`config.mk`:
```
export PLATFORM = sky130hd
export DESIGN_NAME = icache_direct
export DESIGN_NICKNAME = d
export VERILOG_FILES = /design/src/rtl/icache_direct_pkg.sv /design/src/rtl/icache_array.sv /design/src/rtl/icache_direct.sv
export SDC_FILE = /design/constraint.sdc
export NUM_CORES = 1
export LEC_CHECK = 0
export ABC_CLOCK_PERIOD_IN_PS = 9250
export CAP_MARGIN = 10
export CORE_ASPECT_RATIO = 0.7
export CORE_MARGIN = 1
export CORE_UTILIZATION = 29
export DETAILED_ROUTE_END_ITERATION = 10
export GPL_TIMING_DRIVEN = 0
export PLACE_DENSITY = 0.56
export SETUP_SLACK_MARGIN = 0.1
export SYNTH_ARGS = -nofsm -noshare
export SYNTH_HDL_FRONTEND = slang
export SYNTH_SLANG_ARGS = --single-unit
```
`constraint.sdc`:
```
create_clock -name clk_in -period 9.25 [get_ports clk_in]
set_clock_uncertainty 0.2 [all_clocks]
set_input_delay 2.3125 -clock clk_in [delete_from_list [all_inputs] [get_ports clk_in]]
set_output_delay 2.3125 -clock clk_in [all_outputs]
set_load 0.05 [all_outputs]
```
`src/rtl/icache_direct_pkg.sv`:
```
// Shared definitions for the direct-mapped instruction cache: default geometry,
// controller state encoding and a word-alignment helper.
package icache_direct_pkg;

  localparam int INDEX_BITS_DEFAULT = 4;
  localparam int ADDR_BITS_DEFAULT  = 18;

  typedef enum logic {
    IDLE = 1'b0,
    MISS = 1'b1
  } state_t;

  function automatic logic [31:0] word_align(input logic [31:0] addr);
    return {addr[31:2], 2'b00};
  endfunction

endpackage

```
`src/rtl/icache_array.sv`:
```
// Valid/tag/data storage for the instruction cache: combinational read port,
// synchronous write port, valid bits cleared by asynchronous reset.
module icache_array
  import icache_direct_pkg::*;
#(
  parameter int INDEX_BITS = INDEX_BITS_DEFAULT,
  parameter int TAG_BITS   = ADDR_BITS_DEFAULT - INDEX_BITS_DEFAULT - 2
) (
  input  logic                  clk,
  input  logic                  rst,
  input  logic [INDEX_BITS-1:0] rd_idx,
  output logic                  rd_valid,
  output logic [TAG_BITS-1:0]   rd_tag,
  output logic [31:0]           rd_data,
  input  logic                  wr_en,
  input  logic [INDEX_BITS-1:0] wr_idx,
  input  logic [TAG_BITS-1:0]   wr_tag,
  input  logic [31:0]           wr_data
);

  localparam int LINES = 1 << INDEX_BITS;

  logic                valid_reg [LINES];
  logic [TAG_BITS-1:0] tag_mem   [LINES];
  logic [31:0]         data_mem  [LINES];

  // Only the valid bits need reset; stale tags/data are masked by valid=0.
  genvar gi;
  generate
    for (gi = 0; gi < LINES; gi++) begin : g_valid
      always_ff @(posedge clk or posedge rst) begin
        if (rst) begin
          valid_reg[gi] <= 1'b0;
        end else if (wr_en && (wr_idx == INDEX_BITS'(gi))) begin
          valid_reg[gi] <= 1'b1;
        end
      end
    end
  endgenerate

  always_ff @(posedge clk) begin
    if (wr_en) begin
      tag_mem[wr_idx]  <= wr_tag;
      data_mem[wr_idx] <= wr_data;
    end
  end

  assign rd_valid = valid_reg[rd_idx];
  assign rd_tag   = tag_mem[rd_idx];
  assign rd_data  = data_mem[rd_idx];

endmodule

```
`src/rtl/icache_direct.sv`:
```
// Direct-mapped, one-word-per-line instruction cache between the fetch stage
// and the memory controller's instruction port.
module icache_direct
  import icache_direct_pkg::*;
#(
  parameter int INDEX_BITS = INDEX_BITS_DEFAULT,
  parameter int ADDR_BITS  = ADDR_BITS_DEFAULT
) (
  input  logic        clk_in,
  input  logic        rst_in,
  input  logic        rdy_in,
  input  logic        clear,
  input  logic        req_valid,
  input  logic [31:0] req_addr,
  output logic        req_ready,
  output logic        resp_valid,
  output logic [31:0] resp_inst,
  output logic [31:0] resp_addr,
  output logic        mem_if_enable,
  output logic [31:0] mem_inst_addr,
  input  logic        mem_if_ready,
  input  logic [31:0] mem_inst
);

  localparam int TAG_BITS = ADDR_BITS - INDEX_BITS - 2;

  state_t                state_reg, state_next;
  logic                  issued_reg, issued_next;
  logic                  mem_if_enable_reg, mem_if_enable_next;
  logic [31:0]           mem_inst_addr_reg, mem_inst_addr_next;
  logic [INDEX_BITS-1:0] miss_idx_reg, miss_idx_next;
  logic [TAG_BITS-1:0]   miss_tag_reg, miss_tag_next;
  logic                  resp_valid_reg, resp_valid_next;
  logic [31:0]           resp_inst_reg, resp_inst_next;
  logic [31:0]           resp_addr_reg, resp_addr_next;

  logic [INDEX_BITS-1:0] req_idx;
  logic [TAG_BITS-1:0]   req_tag;
  logic                  rd_valid;
  logic [TAG_BITS-1:0]   rd_tag;
  logic [31:0]           rd_data;
  logic                  lookup_hit;
  logic                  fill;
  logic                  wr_en;

  assign req_idx    = req_addr[INDEX_BITS+1:2];
  assign req_tag    = req_addr[ADDR_BITS-1:INDEX_BITS+2];
  assign lookup_hit = rd_valid && (rd_tag == req_tag);

  icache_array #(
    .INDEX_BITS(INDEX_BITS),
    .TAG_BITS  (TAG_BITS)
  ) u_array (
    .clk     (clk_in),
    .rst     (rst_in),
    .rd_idx  (req_idx),
    .rd_valid(rd_valid),
    .rd_tag  (rd_tag),
    .rd_data (rd_data),
    .wr_en   (wr_en),
    .wr_idx  (miss_idx_reg),
    .wr_tag  (miss_tag_reg),
    .wr_data (mem_inst)
  );

  always_comb begin
    state_next         = state_reg;
    issued_next        = issued_reg;
    mem_if_enable_next = mem_if_enable_reg;
    mem_inst_addr_next = mem_inst_addr_reg;
    miss_idx_next      = miss_idx_reg;
    miss_tag_next      = miss_tag_reg;
    resp_valid_next    = resp_valid_reg;
    resp_inst_next     = resp_inst_reg;
    resp_addr_next     = resp_addr_reg;
    fill               = 1'b0;

    if (clear) begin
      // The memory controller flushes too, so an in-flight miss is dropped.
      state_next         = IDLE;
      mem_if_enable_next = 1'b0;
      issued_next        = 1'b0;
      resp_valid_next    = 1'b0;
    end else begin
      case (state_reg)
        IDLE: begin
          resp_valid_next = 1'b0;
          if (req_valid) begin
            if (lookup_hit) begin
              resp_valid_next = 1'b1;
              resp_inst_next  = rd_data;
              resp_addr_next  = word_align(req_addr);
            end else begin
              mem_if_enable_next = 1'b1;
              mem_inst_addr_next = word_align(req_addr);
              miss_idx_next      = req_idx;
              miss_tag_next      = req_tag;
              issued_next        = 1'b0;
              state_next         = MISS;
            end
          end
        end
        MISS: begin
          resp_valid_next = 1'b0;
          // The controller reports ready while idle, so its ready is only
          // trusted from the second MISS cycle on.
          if (!issued_reg) begin
            issued_next = 1'b1;
          end else if (mem_if_ready) begin
            fill               = 1'b1;
            resp_valid_next    = 1'b1;
            resp_inst_next     = mem_inst;
            resp_addr_next     = mem_inst_addr_reg;
            mem_if_enable_next = 1'b0;
            state_next         = IDLE;
          end
        end
        default: state_next = IDLE;
      endcase
    end
  end

  assign wr_en = fill && rdy_in;

  always_ff @(posedge clk_in or posedge rst_in) begin
    if (rst_in) begin
      state_reg         <= IDLE;
      issued_reg        <= 1'b0;
      mem_if_enable_reg <= 1'b0;
      mem_inst_addr_reg <= 32'd0;
      miss_idx_reg      <= '0;
      miss_tag_reg      <= '0;
      resp_valid_reg    <= 1'b0;
      resp_inst_reg     <= 32'd0;
      resp_addr_reg     <= 32'd0;
    end else if (rdy_in) begin
      state_reg         <= state_next;
      issued_reg        <= issued_next;
      mem_if_enable_reg <= mem_if_enable_next;
      mem_inst_addr_reg <= mem_inst_addr_next;
      miss_idx_reg      <= miss_idx_next;
      miss_tag_reg      <= miss_tag_next;
      resp_valid_reg    <= resp_valid_next;
      resp_inst_reg     <= resp_inst_next;
      resp_addr_reg     <= resp_addr_next;
    end
  end

  assign req_ready     = (state_reg == IDLE);
  assign resp_valid    = resp_valid_reg;
  assign resp_inst     = resp_inst_reg;
  assign resp_addr     = resp_addr_reg;
  assign mem_if_enable = mem_if_enable_reg;
  assign mem_inst_addr = mem_inst_addr_reg;

endmodule

```
== Word level (Yosys, flattened, before mapping) ==
Memory sizes are Yosys's and may differ from the RTL's.
Index checks and enable logic that the tools add are counted.

* Register bits: 130
* Bits in writable memories: 704
* Bits of input ports: 70
* Output and inout port bits: 99
* Word-level logic and storage cells: 118
* Memories: 2

{| class="wikitable"
|+ Memories
! name !! words !! bits a word !! rd ports !! clocked after Yosys merged registers in !! write ports !! line !! text
|-
| u_array.data_mem || 16 || 32 || 1 || 0 || 1 || icache_array.sv:25 || <nowiki>logic [31:0] data_mem [LINES];</nowiki>
|-
| u_array.tag_mem || 16 || 12 || 1 || 0 || 1 || icache_array.sv:24 || <nowiki>logic [TAG_BITS-1:0] tag_mem [LINES];</nowiki>
|}

* Order comparisons: 1
* Eq/ne operators: 24
* Muxes and demuxes: 39
* Bitwise logic cells: 4
* Reductions and logical operators: 23

{| class="wikitable"
|+ Operators by type and width
! cell !! count
|-
| 32-bit 2-to-1 mux || 8
|-
| 32-bit case mux with 2 select lines || 2
|-
| 4-bit == test, second input constant || 8
|-
| 1-bit 2-to-1 mux || 24
|-
| 1-bit logical AND || 18
|-
| 4-bit by 3-bit == test with 1-bit output, second input constant || 4
|-
| 12-bit == test || 1
|-
| 5-bit AND reduction || 2
|-
| 3-bit inequality test, second input constant || 3
|-
| 4-bit by 2-bit == test with 1-bit output, second input constant || 2
|-
| 1-bit case mux with 2 select lines || 4
|-
| 6-bit AND reduction || 1
|-
| 5-bit greater-or-equal comparator, second input constant || 1
|-
| 4-bit inverter with 5-bit output || 1
|-
| 1-bit binary-select mux with 4-bit select || 1
|-
| 4-bit by 1-bit == test with 1-bit output, second input constant || 1
|-
| 4-bit logical NOT || 1
|-
| 2-bit by 1-bit inequality test with 1-bit output, second input constant || 2
|-
| 2-bit inequality test, second input constant || 2
|-
| 3-bit by 2-bit inequality test with 1-bit output, second input constant || 1
|-
| 1-bit inverter || 3
|-
| 3-bit AND reduction || 1
|}

== Longest topological paths before layout ==
Gate-level depths: netlist (run 1).

* Depth in word-level cells: 9
* Gate-level depth with buffers: 13
* Gate-level depth less buffers: 8

== By module ==
From an unflattened synthesis (run 1), not the netlist that was laid out.

* Cell total of the unflattened synthesis: 1453
* Area total of the unflattened synthesis: 31908.1 um^2

{| class="wikitable"
|+ By module, submodules not included
! module !! times used !! cells each !! area each (um^2) !! sequential area each (um^2)
|-
| icache_array || 1 || 1138 || 27343.7 || 21540.7
|-
| icache_direct || 1 || 315 || 4564.4 || 2402.3
|}

== Worst setup path before layout (run 1) ==
No wires, ideal clock.

* Kind: input -> register
* From: in rdy_in
* To: mem u_array.data_mem[0][0], enable pin
* Library setup time: 0.501 ns
* Arrival time: 6.095 ns
* Data required time: 8.549 ns
* Setup slack: 2.454 ns
* Stages: 5
* Path buffers: 0
* Path through: inv_1 > nor2_1 > nand4_1 > or3_1 > nor3_1

* Longest elaborated chain between the ends: 3

{| class="wikitable"
|+ Ends and longest elaborated chain
! what !! line !! text
|-
| start, declared || icache_direct.sv:11 || <nowiki>input logic rdy_in,</nowiki>
|-
| 1-bit logical AND || icache_direct.sv:123 || <nowiki>assign wr_en = fill && rdy_in;</nowiki>
|-
| 1-bit 2-to-1 mux || icache_array.sv:42 || <nowiki>if (wr_en) begin</nowiki>
|-
| 1-bit 2-to-1 mux (not written as such) || icache_array.sv:44 || <nowiki>data_mem[wr_idx] <= wr_data;</nowiki>
|-
| end, declared || icache_array.sv:25 ||
|}

No other way between the ends.

== Worst setup path after layout (run 1) ==
* From: in req_addr[2]
* To: reg miss_tag_reg[7]

* Longest elaborated chain between the ends: 7

{| class="wikitable"
|+ Ends and longest elaborated chain
! what !! line !! text
|-
| start, declared || icache_direct.sv:14 || <nowiki>input logic [31:0] req_addr,</nowiki>
|-
| branches (longest 4 deep; another with memory read 16 x 12 bit) || n/a ||
|-
| 1-bit logical AND (*) || icache_direct.sv:48 || <nowiki>assign lookup_hit = rd_valid && (rd_tag == req_tag);</nowiki>
|-
| 1-bit inverter (no source line) (*) || n/a ||
|-
| 5-bit AND reduction (no source line) (*) || n/a ||
|-
| end signal, assigned || icache_direct.sv:142 || <nowiki>miss_tag_reg <= miss_tag_next;</nowiki>
|-
| end, declared || icache_direct.sv:32 || <nowiki>logic [TAG_BITS-1:0] miss_tag_reg, miss_tag_next;</nowiki>
|}

Mark *: on every way between the ends. The select of a mux whose other input is x is not followed.
A chain may end at the register's enable or synchronous reset.

==> results.toml, run 1 <==
[status]
outcome = "completed"

[worst_hold_path]
min_path_type = "reg -> reg"

[global_route]
antenna_found_initial = 10
grt_max_degree = 66
grt_pass1_wl_um = 118000
grt_pass1_vias = 17087
gr-total-overflow = 0
grt_usage_pct = 14.5

[drt]
wl_um = 80700
detail-route-antenna-nets = 0
first_pass_iters = 7
viasPerCell = 4.77
routedWlPerCell_um = 24.1
drt_iter0_drc = 1430
via_count = 15990
route.detailed.drc = 0

[worst_setup_path]
worst_ep_arrival_time_ns = 7.06
critPathKind = "in -> reg"
cp_max_fo = 10
worstSetupStartpointType = "input pin"
worstSetupEndpointType = "register"
required_ns = 9.57

[logic_synthesis]
synth_top_area_cell = "edfxtp_1"
synth_edf_count = 704
yosys-top-cells-area = "edfxtp_1 66%, mux4_2 12%, dfrtp_1 8.8%"
synth_top_family_by_area = "multiplexers"
yosys_register_bits = 816
ys_types = 51
yosys.area_share.simple_pct = 1.50
ys_warn_count = 0
syn_area_sq_um = 32000
synthXorXnorAreaFrac_pct = 0.301
muxShareOfSynthArea_pct = 19.3
yosys.area_share.adder_pct = 0
synth_seq_area_share_pct = 74.9
ys.flop_type = "edfxtp_1"
yosysTopAreaCellShare_pct = 66.2
avgSynthCellArea_sq_um = 20.8
netlist_instances = 1537
synth-compound-area-share_pct = 2.15
async_flop_share_pct = 13.7

[clocking]
cts.sinks = 816
tritoncts = "built"
postCtsHoldBufs = 0
cts_repair_resize_count = 0
post_cts_buffers = 0
cts.path.max_buffers = 3
cts-root-buf = "clkbuf_16"
htreeDepth = 3
clock_latency_ns = 0.65
cts.clk_slew.worst_paths_ns = 0.06
cts_buffers = 86

[floorplan]
die_h_um = 280
rows = 101
dieArea_sq_um = 112000
coreArea_sq_um = 109000
chipWidth_um = 399
io_pins = 169
start_util_pct = 29.4

[placed_design]
hpwl_um = 54800
dp_slack_ns = 1.77
io_buffers = 159
placed_area_sq_um = 36300
routabilityCongestion = 0.758

[timing]
setup_viol = 0
timing.final.crit_share_pct = 72.9
setup_slack_ns = 2.51
fmax_mhz = 148
fin_crit_ns = 6.74
rsz0062_at_grt = "no"
tightest_slew_ns = 1.09
slew_headroom_pct = 27.6
fin_tns_setup_ns = 0
hold_viol = 0
finalMaxSlewViolations = 0

[power_and_ir_drop]
p_int_mw = 6.56
p_sw_mw = 2.36
power.density_nw_per_um2 = 228
combPwrFrac_pct = 13.5
leakagePower_nw = 13.1
swShare_pct = 26.4
pwr-share-clk_pct = 37.9
peakVddDrop_mv = 0.122
p_seq_share_pct = 48.6

[final_layout]
fin_nets = 1907
drive_above_1_share_pct = 26.1
area_delta_synth_final_pct = 22.3
nFillCells = 9945
fin_area_sq_um = 39100
largest_reg_flops = 512

[flow_run]
max_cap_violations = 0
==> worst max-delay path: stages <==
cell and delay, ns:
clkdlybuf4s50_1 0.60, buf_2 0.39, buf_4 0.33, buf_2 0.37, mux2i_1 0.30, xor2_1 0.18
nand4_1 0.10, a221oi_1 0.52, nand4_1 0.46, nand2b_1 0.19, buf_2 0.41, buf_2 0.47
mux2_2 0.39
==> cell usage after synthesis (all sizes together) (4+ instances only) <==
| library cell | count |
|---|---|
| nand2 | 13 |
| nand2b | 6 |
| dfrtp | 112 |
| or2 | 16 |
| mux2 | 107 |
| o22ai | 6 |
| nor3 | 5 |
| edfxtp | 704 |
| xnor2 | 4 |
| mux4 | 166 |
| nor2b | 8 |
| a31oi | 4 |
| mux2i | 119 |
| nor2 | 20 |
| clkbuf | 39 |
| inv | 36 |
| buf | 47 |
| or3 | 4 |
| a22oi | 35 |
| xor2 | 7 |
| nand3 | 9 |
| o21ai | 39 |
| a22o | 4 |
==> power by group through the flow <==
stage	registers (mW)	clock network (mW)	logic (mW)
floorplan	4.75	0	0.361
global placement	4.40	0	1.18
detailed placement	4.41	0	1.21
CTS	4.34	3.46	1.22
global route	4.36	3.60	1.27
finish	4.34	3.38	1.20
==> cell usage in the layout (no fill, tap or decap), types with 6 or more instances in the layout <==
| cell type | synthesis | final |
|---|---|---|
| buf_2 | 27 | 27 |
| buf_12 | 0 | 18 |
| nor2_4 | 0 | 12 |
| mux2_2 | 71 | 71 |
| xor2_1 | 7 | 7 |
| nand2_1 | 13 | 13 |
| dfrtp_1 | 112 | 112 |
| o22ai_1 | 6 | 6 |
| buf_16 | 0 | 7 |
| nor2_1 | 20 | 8 |
| mux4_2 | 166 | 166 |
| buf_4 | 10 | 11 |
| clkdlybuf4s50_1 | 0 | 159 |
| nor2b_1 | 8 | 8 |
| nand3_1 | 9 | 9 |
| nand2b_1 | 6 | 6 |
| a22oi_1 | 35 | 35 |
| bufinv_16 | 0 | 7 |
| inv_1 | 36 | 35 |
| mux2_4 | 7 | 7 |
| mux2i_1 | 119 | 119 |
| clkinv_2 | 0 | 19 |
| mux2_1 | 29 | 29 |
| or2_2 | 16 | 16 |
| clkbuf_16 | 0 | 86 |
| buf_6 | 6 | 27 |
| clkinv_1 | 0 | 9 |
| o21ai_0 | 38 | 38 |
| edfxtp_1 | 704 | 704 |
| clkbuf_1 | 38 | 60 |
==> layer usage <==
layer  share of wire, %  up-vias  GRT usage [%]
met5               0.12        -              0
met4                2.2       16           4.03
met3                6.0      122           3.30
met2                 47      471           23.2
met1                 44     8523           19.8
li1                   -     6858              -
==> final timing paths <==
kind / slack, ns / cells after the start / startpoint / to
max: 2.51 / 13 / req_addr[2] / miss_tag_reg[7]
max reg2reg: 4.75 / 10 / u_array.tag_mem[5][1] / miss_tag_reg[7]
min in group asynchronous: 1.94 / 2 / rst_in / resp_inst[21]
min reg2reg: 0.27 / 1 / u_array.valid_reg[8] / u_array.valid_reg[8]
max in group asynchronous: 6.13 / 3 / rst_in / resp_inst[30]
min: 0.27 / 1 / u_array.valid_reg[8] / u_array.valid_reg[8]
==> cell type report <==
class	count	area (sq um)	area share [%]
multi-input cells	602	7550	19.3
clock inverters	46	478	1.22
well taps	1442	1800	4.62
inverters	36	140	0.359
repair buffers	209	2430	6.23
flip-flops and latches	816	23900	61.3
clock buffers	111	2280	5.82
plain buffers	86	452	1.16
diodes	1	2.50	0.00640
==> through the flow <==
| stage | power [mW] | std cells | hold slack [ns] | util (%) |
|---|---|---|---|---|
| 2_1_floorplan | 5.11 | 1540 | 0.234 | - |
| 3_3_place_gp | 5.59 | 3141 | 0.247 | 32.5 |
| 3_5_place_dp | 5.63 | 3191 | 0.254 | 33.4 |
| 4_1_cts | 9.02 | 3348 | 0.267 | 35.9 |
| 5_1_grt | 9.23 | 3348 | 0.280 | 35.9 |
| 6_report | 8.92 | 3349 | 0.266 | 35.9 |
==> cells by family after synthesis <==
group	count (synthesis)
AO/OA/AOI/OAI	104
XOR/XNOR	11
buffers and inverters	122
flip-flops	816
multiplexers	392
other	1
AND/OR/NAND/NOR	91
Note: power is estimated with default switching activity, not from simulation.
==> inputs of run 2 (changes only) <==
Settings changed: ABC_CLOCK_PERIOD_IN_PS 9250 to 6600.
Clock period 9.25 ns to 6.6 ns, I/O delays scaled along.
==> results of run 2 <==
The final DEF is identical to that of run 1. Status: completed.
Main changes from that run: setup slack after placement 1.77 ns -> -0.221 ns; setup slack after layout 2.51 ns -> 0.520 ns; register-to-register setup slack 4.75 ns -> 2.10 ns; total power 8.92 mW -> 12.5 mW; worst IR drop on VDD 0.122 mV -> 0.170 mV
==> inputs of run 3 (changes only) <==
Settings changed: ABC_CLOCK_PERIOD_IN_PS 6600 to 6200.
Clock period 6.6 ns to 6.2 ns, I/O delays scaled along.
==> run 3 against run 2 <==
  * Global-route usage unchanged
  * Sequential share of layout area about the same
  * Utilization about the same
  * Final area about the same
  * Critical path depth up 1
  * Non-clock buffer count up 2
  * Worst setup slack better by 0.017 ns
  * Critical endpoint unchanged
  * Largest cell class unchanged
  * Sequential power up 6.4%
  * Flip-flop and latch count unchanged
  * Total power up 6.5%
==> results.toml, run 3 (synthesis gave the netlist of run 1 again) <==
[final_layout]
largest_reg_flops = 512
final_cell_mix = "704 x edfxtp_1, 166 x mux4_2, 159 x clkdlybuf4s50_1"
area_delta_synth_final_pct = 22.3
final_cells = 3351
fin_area_sq_um = 39100
drive_above_1_share_pct = 26.2
fin_nets = 1909
layout_commonest_cell = "edfxtp_1"

[status]
outcome = "completed"

[power_and_ir_drop]
p_int_mw = 9.79
p_seq_share_pct = 48.6
combPwrFrac_pct = 13.5
leakagePower_nw = 13.2
peakVddDrop_mv = 0.182
p_sw_mw = 3.52
pwr-share-clk_pct = 37.9
swShare_pct = 26.4
power.density_nw_per_um2 = 340

[timing]
timing.final.crit_share_pct = 91.3
setup_viol = 0
fin_crit_ns = 5.66
fin_tns_setup_ns = 0
rsz0062_at_grt = "no"
fmax_mhz = 177
tightest_slew_ns = 1.08
setup_slack_ns = 0.537
finalMaxSlewViolations = 0
hold_viol = 0
slew_headroom_pct = 28.2

[clocking]
tritoncts = "built"
cts.clk_slew.worst_paths_ns = 0.06
clock_latency_ns = 0.65
htreeDepth = 3
cts.path.max_buffers = 3
cts.sinks = 816
postCtsHoldBufs = 0
cts_buffers = 86
cts-root-buf = "clkbuf_16"

[global_route]
globalRouteMet1Util_pct = 19.8
grt_pass1_vias = 17087
grt_max_degree = 66
grt_use_met3_pct = 3.30
grt_usage_pct = 14.5
busiest_layer = "met2"
grt_util_met2_pct = 23.2
antenna_found_initial = 10
gr-total-overflow = 0
grt_pass1_wl_um = 118000

[floorplan]
start_util_pct = 29.4
dieArea_sq_um = 112000
chipWidth_um = 399
die_h_um = 280
rows = 101
io_pins = 169
coreArea_sq_um = 109000

[placed_design]
hpwl_um = 54800
placed_area_sq_um = 36300
dp_slack_ns = -0.521
io_buffers = 159
dp_cells = 3191
routabilityCongestion = 0.758

[drt]
routedWlPerCell_um = 24.1
viasPerCell = 4.77
drt_iter0_drc = 1369
detail-route-antenna-nets = 0
wl_um = 80600
via_count = 15989
route.detailed.drc = 0
first_pass_iters = 7

[worst_setup_path]
cp_max_fo = 10
crit_slowest_cell = "clkdlybuf4s50_1"
crit_cells = 14
cp_num_buf_inv = 7
crit_family = "buffers and inverters"
worstSetupEndpointType = "register"
cpPeakStageDelay_ns = 0.60
required_ns = 6.52
crit_chain = "clkdlybuf4s50_1 -> buf_2 -> buf_4 -> buf_2 -> mux2i_1 -> xor2_1 -> nand4_1 -> a221oi_1 -> nand4_1 -> buf_4 -> nand2b_1 -> buf_2 -> clkbuf_4 -> mux2_2"
worstSetupStartpointType = "input pin"
rr_worst_depth = 11
critPathKind = "in -> reg"
worst_ep_arrival_time_ns = 5.99
crit_top_cell = "buf_2"

[worst_hold_path]
min_path_type = "reg -> reg"
holdPathStages = 1

[flow_run]
max_cap_violations = 0
==> run 3: cell types whose count changed in the layout (fill, tap and decap cells not counted), sizes merged <==
cell    delta
buf        +1
clkbuf     +1
==> run 3: worst register-to-register path, cell delays in order, from the launching register on <==
cell and delay (ns):
edfxtp_1 0.37, mux4_2 0.49, mux2i_1 0.32, xnor2_1 0.10, or4b_1 0.50, a221oi_1 0.50
nand4_1 0.14, buf_4 0.21, nand2b_1 0.07, buf_2 0.39, clkbuf_4 0.41, mux2_2 0.39
==> run 3: final timing paths <==
check	slack, ns	startpoint	end
max in group asynchronous	3.85	rst_in	resp_inst[30]
min in group asynchronous	1.17	rst_in	resp_inst[21]
setup / recovery	0.54	req_addr[2]	miss_tag_reg[7]
hold reg to reg	0.26	u_array.valid_reg[2]	u_array.valid_reg[2]
setup reg to reg	2.01	u_array.tag_mem[5][1]	miss_tag_reg[7]
hold / removal	0.26	u_array.valid_reg[2]	u_array.valid_reg[2]
==> run 3: what timing repair did <==
item | in CTS | in global routing
buffers inserted | 0 | 2
endpoints found under the setup margin | 0 | 8
gates resized for setup | 0 | 1
==> run 3: through the flow <==
stage	hold WS (ns)	total power [mW]	utilization, %
floorplan	0.234	7.63	-
global placement	0.247	8.34	32.5
detailed placement	0.254	8.39	33.4
CTS	0.267	13.5	35.9
global route	0.280	13.8	35.9
finish	0.264	13.3	35.9
==> run 3: power by group through the flow <==
stage / logic, mW / clock network (mW) / registers [mW]
global route: 1.89 / 5.37 / 6.50
CTS: 1.82 / 5.16 / 6.47
global placement: 1.77 / 0 / 6.57
detailed placement: 1.81 / 0 / 6.58
finish: 1.79 / 5.05 / 6.47
floorplan: 0.539 / 0 / 7.09
==> run 3: cell type report <==
class	count	area (sq um)
clock buffers	111	2280
inverters	36	140
repair buffers	211	2450
multi-input cells	602	7550
clock inverters	46	478
plain buffers	86	454
well taps	1442	1800
diodes	1	2.50
fillers	9942	69700
flip-flops and latches	816	23900
==> run 3: per-layer routing <==
layer	share of wire (%)	wire, um	up-vias
li1	-	-	6864
met1	45	36000	8556
met2	47	38200	427
met3	5.6	4500	126
met4	2.3	1880	16
met5	0.12	93	-
